## src/rtl/jtcop_pkg.sv

```systemverilog
// Shared definitions for the object DMA and the object renderer that reads
// the buffer it fills.
package jtcop_pkg;

    typedef enum logic [2:0] {
        IDLE = 3'd0,
        REQ  = 3'd1,
        WAIT = 3'd2,
        COPY = 3'd3,
        DONE = 3'd4
    } objdma_state_t;

    // Default object RAM geometry: 2**10 words of 16 bits.
    localparam int OBJDMA_AW    = 10;
    localparam int OBJDMA_WORDS = 1 << OBJDMA_AW;

    // Number of words moved by one copy for a given address width.
    function automatic int objdma_words(input int aw);
        return 1 << aw;
    endfunction

endpackage

```

## src/rtl/jtcop_objdma.sv

```systemverilog
// Object DMA: on an obj_copy strobe it requests the CPU bus, waits for the
// grant with the address strobe released, then copies the whole object RAM
// into the object buffer, one word per cen tick.
//
// Bus handshake: BRn goes low with the request; the copy starts only on a
// cen tick that sees BGn=0 and ASn=1 together, at which point BGACKn is
// asserted and BRn released. BGACKn is held low until the last word has
// been written, whatever BGn does meanwhile.
module jtcop_objdma
    import jtcop_pkg::*;
#(
    parameter int AW = OBJDMA_AW
)(
    input  logic          clk,
    input  logic          rst,
    input  logic          cen,
    input  logic          obj_copy,
    input  logic          ASn,
    input  logic          BGn,
    output logic          BRn,
    output logic          BGACKn,
    output logic          busy,
    output logic [AW-1:0] src_addr,
    input  logic [15:0]   src_dout,
    output logic [AW-1:0] dst_addr,
    output logic [15:0]   dst_din,
    output logic          dst_we,
    output objdma_state_t dbg_state
);

    // One extra bit so the count can reach the word total without wrapping.
    localparam logic [AW:0] WORDS = (AW+1)'(objdma_words(AW));

    objdma_state_t st, st_nxt;
    logic          obj_copy_l;
    logic          pending;
    logic          rd_valid;   // src_dout holds data for the previous address
    logic          we_r;
    logic [AW:0]   cnt;        // words written so far in this copy
    logic          req;

    assign req       = cen & obj_copy & ~obj_copy_l;
    assign dst_we    = we_r & cen;
    assign dbg_state = st;

    // Next-state decode.
    always_comb begin
        st_nxt = st;
        case (st)
            IDLE:    if (req) st_nxt = REQ;
            REQ:     if (!obj_copy) st_nxt = WAIT;
            WAIT:    if (!BGn && ASn) st_nxt = COPY;
            COPY:    if (cnt == WORDS) st_nxt = DONE;
            DONE:    st_nxt = pending ? REQ : IDLE;
            default: st_nxt = IDLE;
        endcase
    end

    // State register.
    always_ff @(posedge clk) begin
        if (rst)      st <= IDLE;
        else if (cen) st <= st_nxt;
    end

    // Bus signals, request tracking and the copy datapath.
    always_ff @(posedge clk) begin
        if (rst) begin
            obj_copy_l <= 1'b1;   // a strobe already high at release is no edge
            pending    <= 1'b0;
            rd_valid   <= 1'b0;
            we_r       <= 1'b0;
            cnt        <= '0;
            BRn        <= 1'b1;
            BGACKn     <= 1'b1;
            busy       <= 1'b0;
            src_addr   <= '0;
            dst_addr   <= '0;
            dst_din    <= '0;
        end else if (cen) begin
            obj_copy_l <= obj_copy;
            we_r       <= 1'b0;

            if (st == DONE)
                pending <= 1'b0;
            else if (req && (st == REQ || st == WAIT || st == COPY))
                pending <= 1'b1;

            case (st)
                IDLE: begin
                    if (st_nxt == REQ) begin
                        BRn  <= 1'b0;
                        busy <= 1'b1;
                    end
                end
                WAIT: begin
                    if (st_nxt == COPY) begin
                        BRn      <= 1'b1;
                        BGACKn   <= 1'b0;
                        cnt      <= '0;
                        src_addr <= '0;
                        rd_valid <= 1'b0;
                    end
                end
                COPY: begin
                    if (st_nxt == DONE) begin
                        BGACKn <= 1'b1;
                        // Stay busy when another copy is already queued.
                        busy   <= pending | req;
                    end else begin
                        src_addr <= src_addr + 1'b1;
                        rd_valid <= 1'b1;
                        if (rd_valid) begin
                            we_r     <= 1'b1;
                            dst_addr <= cnt[AW-1:0];
                            dst_din  <= src_dout;
                            cnt      <= cnt + 1'b1;
                        end
                    end
                end
                DONE: begin
                    if (st_nxt == REQ) begin
                        BRn  <= 1'b0;
                        busy <= 1'b1;
                    end else begin
                        busy <= 1'b0;
                    end
                end
                default: ;
            endcase
        end
    end

endmodule

```

## config.mk

```make
export PLATFORM = sky130hd
export DESIGN_NAME = jtcop_objdma
export DESIGN_NICKNAME = d
export VERILOG_FILES = /design/src/rtl/jtcop_pkg.sv /design/src/rtl/jtcop_objdma.sv
export SDC_FILE = /design/constraint.sdc
export NUM_CORES = 1
export LEC_CHECK = 0
export ABC_AREA = 0
export CAP_MARGIN = 20
export CORE_MARGIN = 2
export CORE_UTILIZATION = 49
export CTS_CLUSTER_DIAMETER = 80
export CTS_CLUSTER_SIZE = 24
export DETAILED_ROUTE_END_ITERATION = 10
export GPL_ROUTABILITY_DRIVEN = 0
export PLACE_DENSITY = 0.82
export SLEW_MARGIN = 5
export SYNTH_ARGS = -nofsm -noshare
export SYNTH_HDL_FRONTEND = slang
export SYNTH_SLANG_ARGS = --single-unit
```

## constraint.sdc

```tcl
create_clock -name clk -period 2.8 [get_ports clk]
set_clock_uncertainty 0.15 [all_clocks]
set_input_delay 0.56 -clock clk [delete_from_list [all_inputs] [get_ports clk]]
set_output_delay 0.56 -clock clk [all_outputs]
set_load 0.01 [all_outputs]
```

## After elaboration in Yosys (flattened, before gate mapping)

Cells that the tools add are included.

| operators by class | value |
|---|---|
| add/subtract/negate cells | 2 |
| $mul | 0 |
| divide/modulo/power cells | 0 |
| order comparisons | 0 |
| equality and inequality tests | 14 |
| shifts and indexed selects | 0 |
| muxes and demuxes | 30 |
| bitwise logic cells | 6 |
| reductions and logical operators | 18 |

Operators with widths:

| operator | number |
|---|---|
| 11-bit 2-to-1 mux | 3 |
| 11-bit case mux with 2 select lines | 1 |
| 10-bit 2-to-1 mux | 2 |
| 10-bit case mux with 2 select lines | 1 |
| 4-bit AND reduction | 5 |
| 3-bit case mux with 5 select lines | 1 |
| 1-bit 2-to-1 mux | 14 |
| 3-bit 2-to-1 mux | 4 |
| 11-bit by 1-bit adder with 11-bit output (second input constant) | 1 |
| 11-bit equality test (second input constant) | 1 |
| 10-bit by 1-bit adder with 10-bit output (second input constant) | 1 |
| 3-bit by 2-bit equality test with 1-bit output (second input constant) | 3 |
| 3-bit by 1-bit equality test with 1-bit output (second input constant) | 2 |
| 3-bit equality test (second input constant) | 2 |
| 2-bit by 1-bit inequality test with 1-bit output (second input constant) | 3 |
| 2-bit inequality test (second input constant) | 3 |
| 1-bit case mux with 2 select lines | 3 |
| 2-bit nonzero test | 3 |
| 5-bit AND reduction | 1 |
| 1-bit AND | 3 |
| 3-bit logical NOT | 1 |
| 1-bit case mux with 3 select lines | 1 |
| 3-bit nonzero test | 1 |
| 1-bit logical AND | 2 |
| 6 further kinds | 8 |

| storage, ports and cells | value |
|---|---|
| flip-flop bits (word level) | 57 |
| bits in latches | 0 |
| RAM bits | 0 |
| memory bits (read-only) | 0 |
| bits of input ports | 22 |
| output and inout port bits | 43 |
| word-level logic and storage cells | 82 |
| memories kept | 0 |

## Depth between registers and ports, before layout

| logic depth | value |
|---|---|
| word-level depth | 7 |
| mapped depth | 7 |
| depth with buffers taken out | 6 |

## Worst setup path after synthesis

OpenSTA, ideal clock, no wires.

| timing path | value |
|---|---|
| kind | input -> register |
| start | input cen |
| end | register src_addr[9] |
| library setup time | 0.122 ns |
| data arrival time | 1.935 ns |
| required time | 2.528 ns |
| setup slack | 0.593 ns |
| stages | 5 |
| buffers on the path | 1 |
| cell sequence | clkbuf_1 -> nand4b_1 -> a31oi_1 -> nor3_4 -> a221o_1 |

| on the way | value |
|---|---|
| longest elaborated chain between the ends | 7 |
| elaborated cells on any way between the ends | 9 |
| those cells by class | eq/ne: 4; mux: 2; bitwise: 2; reduce/logical: 1 |

RTL lines:

| element | line | text |
|---|---|---|
| start: declaration | jtcop_objdma.sv:16 | `input logic cen,` |
| 1-bit AND (2 in a row) | jtcop_objdma.sv:42 | `assign req = cen & obj_copy & ~obj_copy_l;` |
| 3-bit 2-to-1 mux | jtcop_objdma.sv:50 | `IDLE: if (req) st_nxt = REQ;` |
| 3-bit case mux with 5 select lines | jtcop_objdma.sv:49 | `case (st)` |
| 3-bit equality test or 3-bit by 2-bit equality test with 1-bit output (tied branches) | jtcop_objdma.sv:105, jtcop_objdma.sv:96 |  |
| 2-bit inequality test (no source line) or 2-bit by 1-bit inequality test with 1-bit output (tied branches) | n/a |  |
| 4-bit AND reduction (no source line) * | n/a |  |
| end signal: assignment | jtcop_objdma.sv:110 | `src_addr <= src_addr + 1'b1;` |
| end: declaration | jtcop_objdma.sv:23 | `output logic [AW-1:0] src_addr,` |

Mark *: on every way between the ends. The rest lies on a longest branch, timed or not.
A chain may end at the register's enable or synchronous reset.

## Worst setup path after layout

| timing path | value |
|---|---|
| start | input cen |
| end | output dst_we |

| on the way | value |
|---|---|
| longest elaborated chain between the ends | 1 |

RTL lines:

| element | line | text |
|---|---|---|
| 1-bit AND | jtcop_objdma.sv:43 | `assign dst_we = we_r & cen;` |
| end: declaration | jtcop_objdma.sv:27 | `output logic dst_we,` |

Every way passes these cells.

==> summary.md <==
| Metric | Value |
|---|---|
| Setup repair after global routing missed its margin | false |
| Critical-path cell with the highest stage delay | sky130_fd_sc_hd__clkdlybuf4s50_1 |
| Die Y-Extent | 78.59 um |
| Clock Latency Late Sink | 340 ps |
| Largest net degree at the start of global routing | 27 |
| Library cells used by synthesis | 55 |
| Post-route cell area | 3682 um2 |
| Number of synthesized flops with an enable pin | 0 |
| Final total negative setup slack | 0 ps |
| Worst Setup Slack post-DPL | 193.5 ps |
| Initial standard-cell utilization of the core | 0.5013 |
| Arrival @ worst endpoint | approximately 1800 ps |
| Worst Setup Slack, final | 320.5 ps |
| Number of instances in the synthesized netlist | about 330 |
| Worst Path Required | 2090 ps |
| Deepest level of the CTS H-tree | 3 |
| Cts repair resizes | 0 |
| Min cycle time layout | 2479 ps |
| Clock tree from TritonCTS | done |
| Overflow left after global routing | 0 |
| Category of cells accounting for the largest share of critical-path delay | buffers and inverters |
| Highest clock frequency the design can meet | 0.4033 GHz |
| Max Cap Viol | 0 |
| Synth async-reset ratio | 0 |
| Crit path capture type | primary output |
| Multi-input combinational cell area | 1454 um2 |
| Result of the run | completed |
| Number of filler instances in the final layout | 433 |
| Instance count after placement with tap cells included | 454 |
| Biggest cell delay along the critical path | 530 ps |
| Global router's overall resource usage | 0.2266 |
| Mapped cell area | between 2000 and 3000 um2 |
| Remaining design rule violation count | 0 |
| Fraction of the yosys area taken by sequential cells | 0.4185 |
| Crit share post-route | 0.8855 |
| Largest fanout on the critical path | 5 |
| Type of the worst setup path | in -> out |
| Count of final setup violators | 0 |
| Most frequent cell on the critical path | sky130_fd_sc_hd__clkdlybuf4s50_1 |
| Initial antenna violation count | 0 |
| Area Growth Syn to Fin | 35.06% |
| Number of pins with negative max-slew slack in the final report | 0 |
| Max-slew headroom at the worst pin | 0.3180 |
| Count of input and output buffers | 64 |
| Worst setup SP type | input port |
| Via/cell ratio | 5.602 |
| DRT Pass-1 Iters | 4 |
| Clock tree buffer depth | 2 |
| Number of diodes | 0 |
| Drt first-iter violations | ~180 |
| Power per unit of standard cell area | 462.3 nW/um2 |
| Ratio of cells with drive above 1 in the final layout | 0.1131 |
| Number of synthesized register bits | 57 |
| Hold-fix buffers at CTS | 0 |
| First-pass GRT wire length | around 11 mm |
| # rows | 27 |
| Synthesis warning total | 0 |
| Clock tree root driver cell | sky130_fd_sc_hd__clkbuf_8 |
| Synthesized area per cell | roughly 8.4 um2 |
| Syn_nets | 351 |
| Wire length reported by the detailed router | 6.693 mm |
| Total via count after detailed routing | between 2k and 3k |
| Peak supply drop | 0.4566 mV |
| Via count of the first global-routing pass | around 2.4k |
| Most common cell after layout, fill and taps aside | sky130_fd_sc_hd__nand2_1 |
| Top flip-flop cell by instance count after synthesis | sky130_fd_sc_hd__dfxtp_1 |
| Clock transition at path regs | 70 ps |
| Post-Layout Cell Count | 470 |
| Count of nets after finishing | 418 |
| Commonest cells after routing, fill and taps aside | sky130_fd_sc_hd__nand2_1 (77), sky130_fd_sc_hd__clkdlybuf4s50_1 (63), sky130_fd_sc_hd__dfxtp_1 (57), sky130_fd_sc_hd__a21oi_1 (36), sky130_fd_sc_hd__buf_4 (14) |
| Final hold violation count | 0 |
| Total core area | 5439 um2 |
| Die X | 78.59 um |
| FF+latch area | 1141 um2 |
| HPWL after DPL | 4.623 mm |
| Hold Worst Slack | 303.3 ps |
| Placed inst area | 3476 um2 |
| Setup Fix Bufs, Post-CTS | 0 |
| CTS buffer count | 9 |
| Lkg Pwr | 1.283 nW |
| Crit-path cells | clkdlybuf4s50_1 -> and2_1 -> clkdlybuf4s50_1 |
| Die Outline Area | 6176 um2 |
| Average wire per cell in the routed design | 14.24 um |
| Least-Margin Pin Slew | ~1000 ps |
| Number of buffers and inverters on the critical path | 2 |
| Number of top-level design ports | 65 |
| Total clock sinks | 57 |
| Post-detailed-route count of antenna-violating nets | 0 |
| Class of the most critical hold timing path | reg -> reg |
where the power goes:
part / switching [mW] / internal [mW] / total [mW]
Combinational: 0.0435 / 0.0443 / 0.0877
Clock: 0.337 / 0.460 / 0.797
Sequential: 0.00431 / 0.814 / 0.818
cells by family (layout without fill, tap and decap cells):
family	count (synthesis)	in the layout	synth area share
buffers and inverters	31	103	0.05232
adders and majority gates	3	3	0.01377
muxes	2	2	0.007343
xor gates and xnor gates	2	2	0.006426
AOI/OAI and AO/OA	85	85	0.2331
and+or+nand+nor	146	146	0.2685
DFF	57	57	0.4185
synth_stat cells (2+ instances only):
cell / count / area share
sky130_fd_sc_hd__o311ai_4: 2 / 0.019
sky130_fd_sc_hd__dfxtp_1: 57 / 0.42
sky130_fd_sc_hd__nor3_1: 6 / 0.011
sky130_fd_sc_hd__a221oi_1: 3 / 0.0096
sky130_fd_sc_hd__ha_1: 3 / 0.014
sky130_fd_sc_hd__buf_1: 2 / 0.0028
sky130_fd_sc_hd__a31oi_1: 3 / 0.0069
sky130_fd_sc_hd__nand2_1: 77 / 0.11
sky130_fd_sc_hd__a22o_1: 2 / 0.0064
sky130_fd_sc_hd__a211o_1: 4 / 0.013
sky130_fd_sc_hd__or4_4: 2 / 0.0083
sky130_fd_sc_hd__nand3_1: 10 / 0.018
sky130_fd_sc_hd__or4_1: 3 / 0.0083
sky130_fd_sc_hd__and3_1: 7 / 0.016
sky130_fd_sc_hd__o22ai_1: 2 / 0.0046
sky130_fd_sc_hd__a21o_1: 2 / 0.0055
sky130_fd_sc_hd__buf_2: 3 / 0.0055
sky130_fd_sc_hd__a21oi_1: 36 / 0.066
sky130_fd_sc_hd__and4_1: 2 / 0.0064
sky130_fd_sc_hd__buf_6: 3 / 0.012
sky130_fd_sc_hd__a211oi_1: 2 / 0.0055
sky130_fd_sc_hd__a311oi_2: 3 / 0.017
sky130_fd_sc_hd__nor2_1: 7 / 0.0096
sky130_fd_sc_hd__inv_1: 7 / 0.0096
sky130_fd_sc_hd__o21ai_0: 5 / 0.0092
sky130_fd_sc_hd__o21a_1: 3 / 0.0083
sky130_fd_sc_hd__and2_1: 4 / 0.0092
sky130_fd_sc_hd__clkbuf_1: 15 / 0.021
sky130_fd_sc_hd__nand4_1: 8 / 0.018
sky130_fd_sc_hd__a311oi_1: 5 / 0.016
sky130_fd_sc_hd__mux2i_1: 2 / 0.0073
sky130_fd_sc_hd__nor4_1: 4 / 0.0092
sky130_fd_sc_hd__nand2b_1: 6 / 0.014
sky130_fd_sc_hd__xnor2_1: 2 / 0.0064
sky130_fd_sc_hd__a22oi_1: 3 / 0.0083
sky130_fd_sc_hd__a31o_2: 2 / 0.0064
metal layers:
metal,vias to the layer above,GRT usage,share of wire
met5,-,0,0
met4,0,0.1053,0.018
met3,13,0.05287,0.054
met2,93,0.3590,0.48
met1,1218,0.2917,0.45
li1,1309,-,-
final cells by class:
type	count	area share
Clock buffer	12	0.04213
Clock inverter	4	0.01393
Inverter	8	0.008155
Timing Repair Buffer	79	0.2066
Tap cell	72	0.02446
Sequential cell	57	0.3099
Multi-Input combinational cell	238	0.3948
path summary, 6_finish.rpt:
check                                             start                  endpoint  slack (ps)  depth (start not counted)
worst min register to register  dst_din[3]$_SDFFE_PP0P_   dst_din[3]$_SDFFE_PP0P_         300                          2
worst max-delay path                                cen                    dst_we         320                          3
worst max register to register      cnt[2]$_SDFFE_PP0P_  dst_din[12]$_SDFFE_PP0P_         370                          4
worst min-delay path            dst_din[3]$_SDFFE_PP0P_   dst_din[3]$_SDFFE_PP0P_         300                          2
state kept, by name (all words and copies together) (netlist names):
register,cells
BGACKn,1
BRn,1
busy,1
cnt,11
dbg_state,3
dst_addr,10
dst_din,16
obj_copy_l,1
pending,1
rd_valid,1
src_addr,10
we_r,1
stage by stage:
| stage | power (mW) | util |
|---|---|---|
| floorplan | 0.8764 | - |
| global placement | 0.9216 | 0.6391 |
| detailed placement | 0.9229 | 0.6391 |
| CTS | 1.711 | 0.6770 |
| global route | 1.750 | 0.6770 |
| finish | 1.702 | 0.6770 |
tightest hold or removal path, cell delays in order (launching register included):
cell and delay (ps):
sky130_fd_sc_hd__dfxtp_1 310, sky130_fd_sc_hd__nand2_1 50, sky130_fd_sc_hd__a21oi_1 50
Power figures use the tool's default switching activity.
